<file path="src/rtl/bullet_controller.sv">
// rtl/bullet_controller.sv - single-bullet launch, step and grid-collision sequencer
// Optional fire lockout after a shot ends: define BULLET_COOLDOWN_EN.
module bullet_controller #(
    parameter int STEP_CYCLES     = 4,
    parameter int CNT_W           = 24,
    parameter int COOLDOWN_CYCLES = 8
) (
    input  logic                  clk,
    input  logic                  rst,
    input  logic                  fire,
    input  logic [1:0]            colorSel,
    input  logic [3:0]            blockPos,
    input  logic [0:4][0:5][2:0]  ddState,
    input  logic                  halt,
    output logic [1:0]            bullState,
    output logic [3:0]            bullX,
    output logic [3:0]            bullY,
    output logic                  busy,
    output logic                  clearVld,
    output logic [2:0]            clearRow,
    output logic [2:0]            clearCol,
    output logic                  hitPulse,
    output logic                  missPulse,
    output logic                  escapePulse
);

    typedef enum logic [1:0] {S_IDLE, S_FLIGHT, S_COOL} state_t;

    localparam logic [CNT_W-1:0] STEP_LAST = CNT_W'(STEP_CYCLES - 1);
    localparam logic [CNT_W-1:0] COOL_LAST = CNT_W'(COOLDOWN_CYCLES - 1);

    state_t           r_state, w_nxt_state;
    logic [CNT_W-1:0] r_cnt, w_nxt_cnt;
    logic [1:0]       w_nxt_bs;
    logic [3:0]       w_nxt_x, w_nxt_y;
    logic [2:0]       w_nxt_row, w_nxt_col;
    logic             w_nxt_clr, w_nxt_hit, w_nxt_miss, w_nxt_esc, w_end;
    logic [2:0]       w_row, w_col, w_cell, w_match;

    // Cell the bullet is about to enter; only meaningful in flight with bullY>0.
    assign w_row   = bullY[2:0] - 3'd1;
    assign w_col   = bullX[2:0];
    assign w_cell  = ddState[w_row][w_col];
    assign w_match = {1'b0, bullState} + 3'd3;

    always_comb begin
        w_nxt_state = r_state;
        w_nxt_cnt   = r_cnt;
        w_nxt_bs    = bullState;
        w_nxt_x     = bullX;
        w_nxt_y     = bullY;
        w_nxt_row   = clearRow;
        w_nxt_col   = clearCol;
        w_nxt_clr   = 1'b0;
        w_nxt_hit   = 1'b0;
        w_nxt_miss  = 1'b0;
        w_nxt_esc   = 1'b0;
        w_end       = 1'b0;
        case (r_state)
            S_IDLE: begin
                if (fire && colorSel != 2'd0 && blockPos <= 4'd5) begin
                    w_nxt_state = S_FLIGHT;
                    w_nxt_cnt   = '0;
                    w_nxt_bs    = colorSel;
                    w_nxt_x     = blockPos;
                    w_nxt_y     = 4'd5;
                end
            end
            S_FLIGHT: begin
                if (r_cnt == STEP_LAST) begin
                    w_nxt_cnt = '0;
                    if (bullY == 4'd0) begin
                        w_nxt_esc = 1'b1;
                        w_end     = 1'b1;
                    end else if (w_cell == 3'd0) begin
                        w_nxt_y = {1'b0, w_row};
                    end else if (w_cell == w_match) begin
                        w_nxt_clr = 1'b1;
                        w_nxt_row = w_row;
                        w_nxt_col = w_col;
                        w_nxt_hit = 1'b1;
                        w_end     = 1'b1;
                    end else begin
                        w_nxt_miss = 1'b1;
                        w_end      = 1'b1;
                    end
                end else begin
                    w_nxt_cnt = r_cnt + 1'b1;
                end
            end
            S_COOL: begin
                if (r_cnt == COOL_LAST) begin
                    w_nxt_state = S_IDLE;
                    w_nxt_cnt   = '0;
                end else begin
                    w_nxt_cnt = r_cnt + 1'b1;
                end
            end
            default: w_nxt_state = S_IDLE;
        endcase
        if (w_end) begin
            w_nxt_bs  = 2'd0;
            w_nxt_x   = 4'd0;
            w_nxt_y   = 4'd0;
            w_nxt_cnt = '0;
`ifdef BULLET_COOLDOWN_EN
            w_nxt_state = S_COOL;
`else
            w_nxt_state = S_IDLE;
`endif
        end
        // Abort outranks launches and due steps; the shot vanishes without pulses.
        if (halt) begin
            w_nxt_state = S_IDLE;
            w_nxt_cnt   = '0;
            w_nxt_bs    = 2'd0;
            w_nxt_x     = 4'd0;
            w_nxt_y     = 4'd0;
            w_nxt_row   = clearRow;
            w_nxt_col   = clearCol;
            w_nxt_clr   = 1'b0;
            w_nxt_hit   = 1'b0;
            w_nxt_miss  = 1'b0;
            w_nxt_esc   = 1'b0;
        end
    end

    always_ff @(posedge clk or posedge rst) begin
        if (rst) begin
            r_state     <= S_IDLE;
            r_cnt       <= '0;
            bullState   <= 2'd0;
            bullX       <= 4'd0;
            bullY       <= 4'd0;
            busy        <= 1'b0;
            clearVld    <= 1'b0;
            clearRow    <= 3'd0;
            clearCol    <= 3'd0;
            hitPulse    <= 1'b0;
            missPulse   <= 1'b0;
            escapePulse <= 1'b0;
        end else begin
            r_state     <= w_nxt_state;
            r_cnt       <= w_nxt_cnt;
            bullState   <= w_nxt_bs;
            bullX       <= w_nxt_x;
            bullY       <= w_nxt_y;
            busy        <= (w_nxt_state != S_IDLE);
            clearVld    <= w_nxt_clr;
            clearRow    <= w_nxt_row;
            clearCol    <= w_nxt_col;
            hitPulse    <= w_nxt_hit;
            missPulse   <= w_nxt_miss;
            escapePulse <= w_nxt_esc;
        end
    end

endmodule

</file>
<file path="config.mk">
export PLATFORM = sky130hd
export DESIGN_NAME = bullet_controller
export DESIGN_NICKNAME = d
export VERILOG_FILES = /design/src/rtl/bullet_controller.sv
export SDC_FILE = /design/constraint.sdc
export NUM_CORES = 1
export LEC_CHECK = 0
export BUFFER_PORTS_ARGS = -buffer_cell sky130_fd_sc_hd__buf_2
export CORE_MARGIN = 2
export CORE_UTILIZATION = 55
export DETAILED_ROUTE_END_ITERATION = 6
export PLACE_DENSITY = 0.95
export SETUP_SLACK_MARGIN = 0.2
export SLEW_MARGIN = 10
export SYNTH_ARGS = -nofsm -noshare
export SYNTH_HDL_FRONTEND = slang
export SYNTH_SLANG_ARGS = --single-unit
</file>
<file path="constraint.sdc">
create_clock -name clk -period 9.66 [get_ports clk]
set_input_delay 0.483 -clock clk [delete_from_list [all_inputs] [get_ports clk]]
set_output_delay 0.483 -clock clk [all_outputs]
set_load 0.005 [all_outputs]
</file>
==> metrics <==
routability cong. 0.9121; transition time of the tightest slew-check pin 1037 ps; total count of max-transition violations in the final report 0; DRC errors left 0; WL per Instance 18.18 um; number of hold-repair buffers added at the cts stage 0; Horiz. Die Dim 82.84 um; crit path launch type register; number of nets in the layout 558; DP HPWL 7198 um; compound-gate portion of the synthesized area 0.1380; synthesized-area fraction occupied by and/or/nand/nor cells 0.1940; post-synthesis net count 457; TritonCTS clock tree built; initial cell density of the core 0.5739; clock input transition at the sequential cells of the worst setup and hold paths 90 ps; final-report setup violation count 0; outcome finished, final reports clean; cell area after synthesis 0.003418 mm2; initial antenna violation count 0; endpoint required time on the critical path 9870 ps; Worst path top cell family by delay compound AO/OA/AOI/OAI gates; sequential area share after synthesis 0.3294; total negative slack for setup checks 0 ps; Detailed Route WL 9542 um; arrival time at the worst endpoint 5050 ps; number of distinct library cell variants in the gate-level netlist after synthesis 58; CTS max path bufs 2; most frequent cells in the layout buf_2 (119), dfrtp_1 (45), nor2_1 (40), xnor2_1 (21), mux4_2 (17); diode count 0; critical setup path kind register to register; site row count 28; Max FO, Critical Path 25; endpoint kind of the worst setup timing path register; portion of the clock cycle consumed by the worst path in the final layout 0.5008; max-cap check violation count 0; via/cell ratio 6.335; Post-synth ARST share 1.000; residual antenna-violating net count after detailed routing 0; number of buffers created by CTS 5; pre-CTS WS 4925 ps; reported leakage power 1.826 nW; Largest stage delay, worst path 920 ps; standard cell with the maximum stage delay on the critical path ha_1; EDFF count, synth 0; wire length of the first global-routing pass 15,370 um; fill cell total of the finished layout 432; total power per unit cell area 109.7 mW/mm2; number of buffers inserted by post-CTS setup repair 0; chain of cells forming the critical path inv_1 -> ha_1 -> mux4_2 -> a311oi_1 -> nor4_1 -> or4_4 -> o41ai_4 -> nand2b_2 -> a21o_1 -> a21oi_1; Avg Synthesized Cell Area 9.823 um2; WP buf/inv 1; Core Footprint 0.005956 mm2; number of instances in the synthesized netlist 348; maximum vdd ir drop 0.06498 mV; ratio of cells with drive above 1 in the final layout 0.3489; y dimension of the die 82.84 um; register bit total from synthesis 45; Syn-to-layout area delta 18.96%; pin count of the biggest net entering global routing 46; CTS sink cnt 45; adder-cell share of the synthesized area 0.03294; number of top-level design ports 121; Die ar. 0.006862 mm2; Yosys Warn Count 0; number of design-rule violations left by the first detailed-router iteration 283; # resized after CTS 0; worst hold slack 305.1 ps; Global Route Usage Sum 0.2738; total gr overflow 0; later-pin clock latency in the skew report 300 ps; final hold vios 0; worst clock skew 11.69 ps; maximum frequency from static timing analysis 206.7 MHz; number of levels the H-tree was split into 2; class of the tightest hold or removal check primary input to asynchronous set/reset pin; number of global-route vias before repair 3,264; worst relative slew slack 0.3059; Pre-Repair DR Iteration Count 5; Tmin final 4838 ps; top flip-flop cell by instance count after synthesis dfrtp_1; buffer type at the clock tree root clkbuf_8; commonest non-fill, non-tap cell in the layout buf_2; final critical-path setup slack 4822 ps; mux contribution to synthesized area 0.1801; XOR/XNOR Fraction of Synth Area 0.06625; IO Port Bufs 119; setup repair after global routing missed its margin false; dominant combinational cell family by area after synthesis simple AND/OR/NAND/NOR gates; vias post-DR 3,326
==> path summary, 6_finish.rpt <==
path                                               from                 endpoint  slack, ps  cells after the start
worst min register to register  clearRow[0]$_DFFE_PP0P_  clearRow[0]$_DFFE_PP0P_        500                      1
worst max-delay path               bullY[0]$_DFFE_PP0P_    r_cnt[14]$_DFFE_PP0P_       4820                     10
max in group asynchronous                           rst     r_cnt[7]$_DFFE_PP0P_       8970                      3
min in group clk                            blockPos[0]     bullX[0]$_DFFE_PP0P_        420                      3
worst min-delay path                                rst    r_cnt[18]$_DFFE_PP0P_        310                      3
worst max register to register     bullY[0]$_DFFE_PP0P_    r_cnt[14]$_DFFE_PP0P_       4820                     10
==> Yosys cell counts, types with 2 or more instances <==
cell type / number / share of area
nand2_1: 12 / 0.013
a2111oi_0: 3 / 0.0077
clkbuf_1: 9 / 0.0099
xor2_1: 3 / 0.0077
a21boi_0: 2 / 0.0044
mux4_2: 17 / 0.11
or4_1: 3 / 0.0066
buf_2: 9 / 0.013
nand3_1: 14 / 0.020
mux2_2: 5 / 0.016
a211o_1: 2 / 0.0051
nand4_1: 5 / 0.0092
ha_1: 9 / 0.033
nor2b_1: 3 / 0.0055
dfrtp_1: 45 / 0.33
o21a_1: 2 / 0.0044
mux2i_1: 12 / 0.035
mux2_1: 5 / 0.016
a21oi_1: 14 / 0.020
buf_6: 3 / 0.0099
nor4_1: 11 / 0.020
a311oi_1: 11 / 0.028
and2_1: 3 / 0.0055
buf_1: 3 / 0.0033
nor2_1: 40 / 0.044
and3_1: 8 / 0.015
nor4b_1: 3 / 0.0077
o22ai_1: 2 / 0.0037
a211oi_1: 11 / 0.024
o21ai_1: 2 / 0.0029
buf_4: 3 / 0.0066
nor3b_1: 2 / 0.0044
nor3_1: 7 / 0.010
xnor2_1: 21 / 0.054
inv_1: 14 / 0.015
nand2b_1: 4 / 0.0073
or3_1: 5 / 0.0092
==> through the flow <==
stage	util	instances	power, mW	area (um2)
finish	0.6828	525	0.4460	4066
global route	0.6828	525	0.4672	4066
CTS	0.6828	525	0.4458	4066
detailed placement	0.6676	517	0.3278	3976
global placement	0.6676	517	0.3238	3976
floorplan	-	348	0.2904	3418
==> report_power, final <==
part,internal [mW],switching (mW)
sequential,0.192,0.00608
combinational,0.0590,0.0698
clock,0.0514,0.0676
total,0.303,0.144
==> per-layer routing <==
metal / wire length (um) / up-vias / global-route usage
li1: - / 1501 / -
met1: 3420 / 1559 / 0.3181
met2: 4897 / 216 / 0.4795
met3: 772 / 50 / 0.04672
met4: 451 / 0 / 0.1490
met5: 0 / - / 0
==> logic make-up (layout without fill, tap and decap cells) <==
| group | after synthesis | after routing |
|---|---|---|
| adders and majority gates | 9 | 9 |
| buffers and inverters | 41 | 143 |
| muxes | 39 | 39 |
| other | 1 | 1 |
| AOI/OAI and AO/OA | 62 | 62 |
| and+or+nand+nor | 126 | 126 |
| DFF | 45 | 45 |
| xor gates and xnor gates | 25 | 25 |
==> state kept, by name (all words and copies together) (netlist names) <==
signal,cells
bullState,2
bullX,4
bullY,3
busy,1
clearCol,3
clearRow,3
escapePulse,1
hitPulse,1
missPulse,1
r_cnt,24
r_state,2
==> area by class of cell <==
type	instances	area, um2	share of cell area
inverter	14	52.55	0.01292
multi-input combinational	262	2093	0.5148
sequential	45	1126	0.2769
timing repair buffer	121	610.6	0.1502
clock inverter	3	21.27	0.005231
tap	75	93.84	0.02308
clock buffer	5	68.82	0.01692
==> worst reg2reg max path: stages, from the launching register on <==
cell and delay [ps]:
dfrtp_1 350, inv_1 80, ha_1 920, mux4_2 420, a311oi_1 280, nor4_1 100, or4_4 590, o41ai_4 910
nand2b_2 350, a21o_1 510, a21oi_1 240
(Power assumes the default switching activity.)
